$ cat src/rtl/inv_sbox.sv
// Iterative inverse Ascon S-box layer over a bitsliced 5x64 state, SLICES columns per cycle.
// Optional macro INV_SBOX_SELFCHECK_EN adds a forward-table recheck driving check_err.
module inv_sbox_lane (
  input  logic [4:0] i_v,
  output logic [4:0] o_v
);
  always_comb begin
    o_v = 5'h00;
    case (i_v)
      5'h00: o_v = 5'h14; 5'h01: o_v = 5'h1A; 5'h02: o_v = 5'h07; 5'h03: o_v = 5'h0D;
      5'h04: o_v = 5'h00; 5'h05: o_v = 5'h09; 5'h06: o_v = 5'h0E; 5'h07: o_v = 5'h12;
      5'h08: o_v = 5'h0A; 5'h09: o_v = 5'h06; 5'h0A: o_v = 5'h1D; 5'h0B: o_v = 5'h01;
      5'h0C: o_v = 5'h19; 5'h0D: o_v = 5'h15; 5'h0E: o_v = 5'h13; 5'h0F: o_v = 5'h1E;
      5'h10: o_v = 5'h18; 5'h11: o_v = 5'h16; 5'h12: o_v = 5'h0B; 5'h13: o_v = 5'h11;
      5'h14: o_v = 5'h03; 5'h15: o_v = 5'h05; 5'h16: o_v = 5'h1C; 5'h17: o_v = 5'h1F;
      5'h18: o_v = 5'h17; 5'h19: o_v = 5'h1B; 5'h1A: o_v = 5'h04; 5'h1B: o_v = 5'h08;
      5'h1C: o_v = 5'h0F; 5'h1D: o_v = 5'h0C; 5'h1E: o_v = 5'h10; 5'h1F: o_v = 5'h02;
      default: o_v = 5'h00;
    endcase
  end
endmodule

module inv_sbox #(
  parameter int CWIDTH = 320,
  parameter int SLICES = 8
) (
  input  logic              clk,
  input  logic              reset,
  input  logic              en,
  input  logic [CWIDTH-1:0] c,
  output logic [CWIDTH-1:0] cout,
  output logic              doneOut,
  output logic              check_err
);
  localparam int W = 64;

  if (CWIDTH != 5*W) begin : g_bad_cwidth
    $error("inv_sbox: CWIDTH must be 320");
  end
  if (SLICES < 1 || SLICES > W || (W % SLICES) != 0) begin : g_bad_slices
    $error("inv_sbox: SLICES must divide 64");
  end

  typedef enum logic [1:0] {S_RESET, S_INIT, S_RUN, S_DONE} state_t;

  state_t                      r_state;
  logic [CWIDTH-1:0]           r_creg;
  logic [6:0]                  r_col;
  logic                        r_done;
  logic [SLICES-1:0][4:0][8:0] w_bidx;
  logic [SLICES-1:0][4:0]      w_vin;
  logic [SLICES-1:0][4:0]      w_vout;

  // Word k bit (col+s) lands at flat index 64k+col+s; x0 is the column MSB.
  for (genvar s = 0; s < SLICES; s++) begin : g_lane
    for (genvar k = 0; k < 5; k++) begin : g_word
      assign w_bidx[s][k]   = 9'(W*k + s) + {3'b000, r_col[5:0]};
      assign w_vin[s][4-k]  = r_creg[w_bidx[s][k]];
    end
    inv_sbox_lane u_lane (.i_v(w_vin[s]), .o_v(w_vout[s]));
  end

  always_ff @(posedge clk) begin
    if (reset) begin
      r_state <= S_RESET;
      r_creg  <= '0;
      r_col   <= '0;
      r_done  <= 1'b0;
    end else begin
      case (r_state)
        S_RESET: if (en) r_state <= S_INIT;
        S_INIT: begin
          r_creg  <= c;
          r_col   <= '0;
          r_state <= S_RUN;
        end
        S_RUN: begin
          for (int s = 0; s < SLICES; s++)
            for (int k = 0; k < 5; k++)
              r_creg[w_bidx[s][k]] <= w_vout[s][4-k];
          r_col <= r_col + 7'(SLICES);
          if (r_col == 7'(W - SLICES)) begin
            r_state <= S_DONE;
            r_done  <= 1'b1;
          end
        end
        default: ;
      endcase
    end
  end

  assign cout    = r_creg;
  assign doneOut = r_done;

`ifdef INV_SBOX_SELFCHECK_EN
  function automatic logic [4:0] fwd(input logic [4:0] v);
    logic [4:0] t [32];
    t = '{5'h04, 5'h0B, 5'h1F, 5'h14, 5'h1A, 5'h15, 5'h09, 5'h02,
          5'h1B, 5'h05, 5'h08, 5'h12, 5'h1D, 5'h03, 5'h06, 5'h1C,
          5'h1E, 5'h13, 5'h07, 5'h0E, 5'h00, 5'h0D, 5'h11, 5'h18,
          5'h10, 5'h0C, 5'h01, 5'h19, 5'h16, 5'h0A, 5'h0F, 5'h17};
    return t[v];
  endfunction

  logic [CWIDTH-1:0] r_shadow;
  logic              r_err;
  logic [SLICES-1:0] w_mis;

  for (genvar s = 0; s < SLICES; s++) begin : g_chk
    logic [4:0] w_orig;
    for (genvar k = 0; k < 5; k++) begin : g_word
      assign w_orig[4-k] = r_shadow[w_bidx[s][k]];
    end
    assign w_mis[s] = (fwd(w_vout[s]) != w_orig);
  end

  always_ff @(posedge clk) begin
    if (reset) begin
      r_shadow <= '0;
      r_err    <= 1'b0;
    end else begin
      if (r_state == S_INIT) r_shadow <= c;
      if (r_state == S_RUN && |w_mis) r_err <= 1'b1;
    end
  end

  assign check_err = r_err;
`else
  assign check_err = 1'b0;
`endif
endmodule

$ cat config.mk
export PLATFORM = sky130hd
export DESIGN_NAME = inv_sbox
export DESIGN_NICKNAME = d
export VERILOG_FILES = /design/src/rtl/inv_sbox.sv
export SDC_FILE = /design/constraint.sdc
export NUM_CORES = 1
export LEC_CHECK = 0
export BUFFER_PORTS_ARGS = -buffer_cell sky130_fd_sc_hd__buf_2
export CAP_MARGIN = 20
export CELL_PAD_IN_SITES_DETAIL_PLACEMENT = 0
export CELL_PAD_IN_SITES_GLOBAL_PLACEMENT = 1
export CORE_MARGIN = 4
export CORE_UTILIZATION = 35
export CTS_CLUSTER_SIZE = 25
export DETAILED_ROUTE_END_ITERATION = 8
export PLACE_DENSITY = 0.85
export SLEW_MARGIN = 0
export SYNTH_ARGS = -nofsm -noshare
export SYNTH_HDL_FRONTEND = slang
export SYNTH_SLANG_ARGS = --single-unit
$ cat constraint.sdc
create_clock -name clk -period 6.7 [get_ports clk]
set_input_delay 1.005 -clock clk [delete_from_list [all_inputs] [get_ports clk]]
set_output_delay 1.005 -clock clk [all_outputs]
set_load 0.02 [all_outputs]
## After elaboration in Yosys (flattened, before gate mapping)

Memories as Yosys holds them, arrays and structs flattened.
Cells that the tools add are included.

- Flip-flop bits (word level): 330
- Bits in read-only memories: 1280
- Input port bits: 323
- Output and inout bits: 322
- Word-level logic and storage cells: 387
- Memories kept: 8

- $add $sub $neg: 40
- Order comparisons: 80
- Equal/unequal tests: 5
- Muxes and demuxes: 205
- Reductions and logical operators: 45

Memory list:

| memory | words | bits a word | read ports | clocked after Yosys merged registers in | wr ports | line | text |
|---|---|---|---|---|---|---|---|
| (name not given) | 32 | 5 | 1 | 0 | 0 | 9 | `case (i_v)` |
| (name not given) | 32 | 5 | 1 | 0 | 0 | 9 |  |
| (name not given) | 32 | 5 | 1 | 0 | 0 | 9 |  |
| (name not given) | 32 | 5 | 1 | 0 | 0 | 9 |  |
| (name not given) | 32 | 5 | 1 | 0 | 0 | 9 |  |
| (name not given) | 32 | 5 | 1 | 0 | 0 | 9 |  |
| 2 more memories | n/a | n/a | n/a | n/a | n/a | n/a |  |

Operators by type and width:

| cell | number |
|---|---|
| $bwmux 320 | 40 |
| $pmux 320 s2 | 1 |
| $bmux 1 s9 | 39 |
| $demux 1 s9 | 39 |
| $lt 9x10->1 const B | 24 |
| $ge 9x1->1 const B | 24 |
| $add 8x6->9 const A | 16 |
| $lt 8x10->1 const B | 8 |
| $mux 1 | 80 |
| $add 9x6->9 const A | 8 |
| $lt 7x10->1 const B | 7 |
| $add 7x6->8 const A | 8 |
| $ge 8x1->1 const B | 8 |
| $ge 7x1->1 const B | 7 |
| $logic_and 1x1->1 | 40 |
| $add 3x6->7 const A | 4 |
| $add 2x6->7 const A | 2 |
| $pmux 7 s2 | 1 |
| $lt 6x10->1 const B | 1 |
| $add 1x6->7 const A | 1 |
| $add 7x4->7 const B | 1 |
| $eq 7x6->1 const B | 1 |
| $bmux 1 s6 | 1 |
| $demux 1 s6 | 1 |
| 11 further kinds | 13 |

## Depth between registers and ports, before layout

- Depth after elaboration: 45
- Gate-level depth with buffers: 14
- Mapped depth without buffers: 10

## Modules after synthesis

From an unflattened synthesis, not the netlist that was laid out.

- Cell total of the unflattened synthesis: 2431
- Area total of the unflattened synthesis: 20134.3 µm²

Modules (own cells, without submodules):

| module | instances | cells an instance | area each (µm²) | sequential area each (µm²) |
|---|---|---|---|---|
| inv_sbox | 1 | 2041 | 17224.0 | 6546.3 |
| inv_sbox_lane (g_lane[0].u_lane ...) | 3 | 48 | 361.6 | 0.0 |
| inv_sbox_lane (g_lane[5].u_lane ...) | 3 | 50 | 357.8 | 0.0 |
| inv_sbox_lane (g_lane[1].u_lane) | 1 | 46 | 382.9 | 0.0 |
| inv_sbox_lane (g_lane[4].u_lane) | 1 | 50 | 369.1 | 0.0 |

## Worst setup path before layout

OpenSTA, ideal clock, no wires.

- Kind: register to register
- Start: reg r_col[4]
- End: reg r_creg[44], in the netlist cout[44]
- Setup time: 0.070 ns
- Arrival: 2.960 ns
- Required time: 6.630 ns
- Setup slack: 3.670 ns
- Cell stages (with the launch flop): 12
- Path buffers: 2
- Cell sequence: dfxtp_1 -> buf_6 -> buf_4 -> mux4_2 -> mux2i_2 -> inv_1 -> ha_1 -> a211oi_1 -> a211oi_1 -> a311oi_2 -> o21ai_0 -> a21oi_1

- Longest elaborated chain between the ends: 45

RTL lines:

| what | line | text |
|---|---|---|
| start, declared | 48 | `logic [6:0] r_col;` |
| start signal, assigned | 81 | `r_col <= r_col + 7'(SLICES);` |
| $add 9x6->9, or another cell as far along | 57 | `assign w_bidx[s][k] = 9'(W*k + s) + {3'b000, r_col[5:0]};` |
| $bmux 1 s9, or another cell as far along | 58 | `assign w_vin[s][4-k] = r_creg[w_bidx[s][k]];` |
| $mux 1 (implied by the code), or another cell as far along | 58 |  |
| $mem_v2 32x5, or another cell as far along | n/a |  |
| $bwmux 320 / $demux 1 s9 (equally long branches) | 80 | `r_creg[w_bidx[s][k]] <= w_vout[s][4-k];` |
| $bwmux 320 (38 in a row) | 80 |  |
| $bwmux 320 * | 80 |  |
| $pmux 320 s2 * | 70 | `case (r_state)` |
| end signal, assigned by index | 80 |  |
| end, declared | 47 | `logic [CWIDTH-1:0] r_creg;` |

Every way passes the cells marked *; elsewhere a longest branch is shown, timed or not. The select of a mux whose other input is x is not followed.
A chain may end at the register's enable or synchronous reset.

## Worst setup path after layout

- Start: reg r_col[4]
- End: reg r_creg[317], in the netlist cout[317]

- Longest elaborated chain between the ends: 45

RTL lines:

| what | line |
|---|---|
| $add 9x6->9, or another cell as far along | 57 |
| $bmux 1 s9, or another cell as far along | 58 |
| $mux 1 (implied by the code) / $logic_and 1x1->1 (equally long branches) | 58, 80 |
| $mem_v2 32x5 / $mux 1 (equally long branches) | n/a |
| $bwmux 320 / $demux 1 s9 (equally long branches) | 80 |
| $bwmux 320 (38 in a row) | 80 |
| $bwmux 320 * | 80 |
| $pmux 320 s2 * | 70 |

Marks and branches as above.

==> summary.md <==
| Metric | Value |
|---|---|
| Resized Gates After CTS | `0` |
| Number of cell rows | `87` |
| Number of fill cells | `5757` |
| Worst-path fanout max | `47` |
| Net count after synthesis | `approximately 2800` |
| Number of CTS-inserted buffers | `38` |
| Number of global-route vias before repair | `22500` |
| Register area | `~6600 um2` |
| Root Buffer | `clkbuf_16` |
| Synth Instances | `around 2400` |
| Relative contribution of sequential cells to total power | `between 20% and 30%` |
| Number of search-and-repair iterations in the first detailed-routing pass | `6` |
| Placement-stage cell area | `roughly 24000 um2` |
| Max-slew violations | `0` |
| Share of Yosys cell area claimed by the top area cell type | `between 30 and 40%` |
| Post-cts hold buffer count | `0` |
| Switching power share of the total | `55.6%` |
| Mean cell area of the mapped netlist | `between 8 and 9 um2` |
| Post-route non-filler standard cell count | `between 3000 and 4000` |
| Initial antenna violation count | `7` |
| Post-Syn Area | `between 20000 and 25000 um2` |
| Crit path kind | `reg -> reg` |
| Longest individual stage delay on the worst path | `0.89 ns` |
| Area inside the core boundary | `56800 um2` |
| Post-synth top flop | `dfxtp_1` |
| Clock Skews | `roughly 0.037 ns` |
| Die ar. | `61700 um2` |
| Largest area contributor in the netlist | `dfxtp_1` |
| Starting utilization of the core area | `about 36%` |
| Placed Instances | `between 3000 and 4000` |
| Pin count of the biggest net entering global routing | `approximately 110` |
| Worst slew margin relative to its limit | `between 20% and 30%` |
| CTS clock-pin slew for the worst setup and hold paths | `~0.06 ns` |
| Post-DP HPWL | `roughly 80000 um` |
| Post-detailed-route count of antenna-violating nets | `0` |
| Net total in the final layout | `~3400` |
| Register area share after synthesis | `between 30 and 40%` |
| Setup repair after global routing missed its margin | `false` |
| Slew @ Worst Pin | `~1.2 ns` |
| Final clock period utilization by the worst path | `between 60% and 70%` |
| MaxCap Viol Count | `0` |
| Post-synthesis register bit count | `around 330` |
| Launch point of the worst reg-to-reg path | `r_col[4]` |
| Fraction of power consumed by combinational cells | `between 60 and 70%` |
| Worst supply voltage drop on vdd | `0.278 mV` |
| Most repeated cell in the gate-level netlist after synthesis | `a21oi_1` |
| Static leakage power | `roughly 11 nW` |
| Sinks on the clock net | `327` |
| Final hold vios | `0` |
| Setup tns final | `0 ns` |
| CTS tree | `done` |
| Maximum buffer depth of the clock tree | `3` |
| Critical hold path startpoint | `doneOut` |
| Biggest area contributors in the synthesized netlist | `dfxtp_1, a21oi_1, o21ai_0` |
| Initial drt markers | `2914` |
| Total area of multi-input combinational cells | `12600 um2` |
| Area Overhead vs Synth | `25.4%` |
| Fraction of registers with async set/reset | `0%` |
| Leftover overflow at the end of global routing | `0` |
| Critical Path End Type | `flop` |
| Die X | `about 250 um` |
| HP Class | `reg -> reg` |
| Via count normalized by instance count | `roughly 6.3` |
| Internal | `just under 0.007 W` |
| Endpoint required time on the critical path | `7.21 ns` |
| Beginning of the critical path | `r_col[4]` |
| Wire length per cell | `a little under 30 um` |
| DRT Wirelength | `109000 um` |
| Number of buffers added on ports | `about 640` |
| Fraction of layout instances using a drive strength above 1 | `between 30% and 40%` |
| Switching power | `0.00849 W` |
| Via total after detailed routing | `about 24000` |
| First-pass GRT wire length | `approximately 160000 um` |
| Netlist cell types | `just under 90` |
| Cell area after layout | `approximately 25000 um2` |
| CTS HTree Levels | `2` |
| Synth warn | `0` |
| Number of setup buffers added after CTS | `0` |
| Count of flip-flops with a built-in enable after synthesis | `0` |
| Final estimated routing congestion in global placement | `around 0.93` |
| Signal arrival time at the worst endpoint | `4.90 ns` |
| Pwr per Cell Area | `around 600 nW/um2` |
| Time the worst path needs with I/O delays and setup | `approximately 4.4 ns` |
| Crit path cell chain | `mux4_2 -> mux2i_1 -> inv_1 -> ha_1 -> or2_2 -> a221oi_2 -> o21ai_0 -> a21oi_1` |
| Library cell contributing the largest single delay on the critical path | `dfxtp_4` |
| Overall track demand over capacity in global routing | `32.9%` |
| Leading cell types by count after synthesis | `a21oi_1, dfxtp_1, o21ai_0, nor2_1, nand2_1` |
| Y dimension of the die | `about 250 um` |
| Setup Viol. Count Final | `0` |
| Achievable Freq | `227 MHz` |
| Number of top-level design ports | `approximately 650` |
| Number of DRC violations after detailed routing | `0` |
| Clock share of power | `about 15%` |
| Run status | `finished, final reports clean` |
| Startpoint type of the worst setup path | `flop` |
| Clk_lat worst skew | `roughly 0.6 ns` |
[flip-flops by register name (all words and copies together) (netlist names)]
name and flops:
cout 320, r_col 4, r_state 2, doneOut 1
[power by group through the flow]
| stage | logic, W | registers [W] | clock network (W) |
|---|---|---|---|
| after floorplan | 0.00501 | 0.00405 | 0 |
| after global placement | 0.00917 | 0.00350 | 0 |
| final | 0.00949 | 0.00349 | 0.00230 |
| after global routing | 0.0100 | 0.00353 | 0.00237 |
| after CTS | 0.00925 | 0.00344 | 0.00230 |
| after detailed placement | 0.00921 | 0.00348 | 0 |
[area by class of cell]
type / instances / share of cell area, %
Clock buffer: 53 / 4.40
Multi-Input combinational cell: 1853 / 49.8
Tap cell: 756 / 3.73
Timing Repair Buffer: 698 / 14.5
Clock inverter: 15 / 0.917
Antenna cell: 4 / 0.0394
Inverter: 48 / 0.749
Sequential cell: 327 / 25.8
[cells by family after synthesis]
| kind of cell | share of synthesized area (%) |
|---|---|
| compound gates | 33.4 |
| simple gates | 12.4 |
| flops | 32.3 |
| buf+inv | 5.40 |
| mux | 11.2 |
| fa+ha+maj | 4.33 |
| xor+xnor | 0.866 |
| other cells | 0.0185 |
[through the flow]
stage	hold slack [ns]	util, %	power (W)	setup slack (ns)
after detailed placement	0.464	42.2	0.0127	2.36
final	0.481	44.7	0.0153	2.30
after CTS	0.478	44.5	0.0150	2.32
after global routing	0.528	44.7	0.0159	2.03
after floorplan	0.487	-	0.00906	3.67
after global placement	0.449	42.2	0.0127	2.39
[critical path: cells and delay by family, from the launching register on]
kind,cells,cell delay [ns]
AO/OA/AOI/OAI,3,1.08
AND/OR/NAND/NOR,1,0.29
flip-flops,1,0.89
multiplexers,2,1.37
buffers and inverters,1,0.37
adder cells (fa/ha/maj),1,0.28
[layer usage]
layer | wire (um) | track usage (%) | part of all wire [%] | vias to the layer above
met5 | 27 | 0 | 0.025 | -
met4 | 5070 | 13.5 | 4.7 | 4
met3 | 12400 | 7.47 | 11 | 304
met2 | 50000 | 53.2 | 46 | 1755
met1 | 41500 | 42.5 | 38 | 11300
li1 | - | - | - | 10400
[worst paths after layout]
path                                  end  slack (ns)  cells past startpoint
worst max-delay path            cout[317]        2.30                      8
worst min-delay path              doneOut        0.48                      2
worst max register to register  cout[317]        2.30                      8
worst min register to register    doneOut        0.48                      2
[placed cells by master (no fill, tap or decap), drive strengths merged, types with 54 or more instances in the layout]
cell,netlist,layout
buf,62,698
a21oi,348,348
dfxtp,327,327
o21ai,238,238
nor2,203,203
nand2,144,144
mux2i,79,79
nand3,73,73
ha,70,70
o221ai,67,67
o22ai,65,65
a211oi,61,61
a22oi,54,54
(Power assumes the default switching activity.)
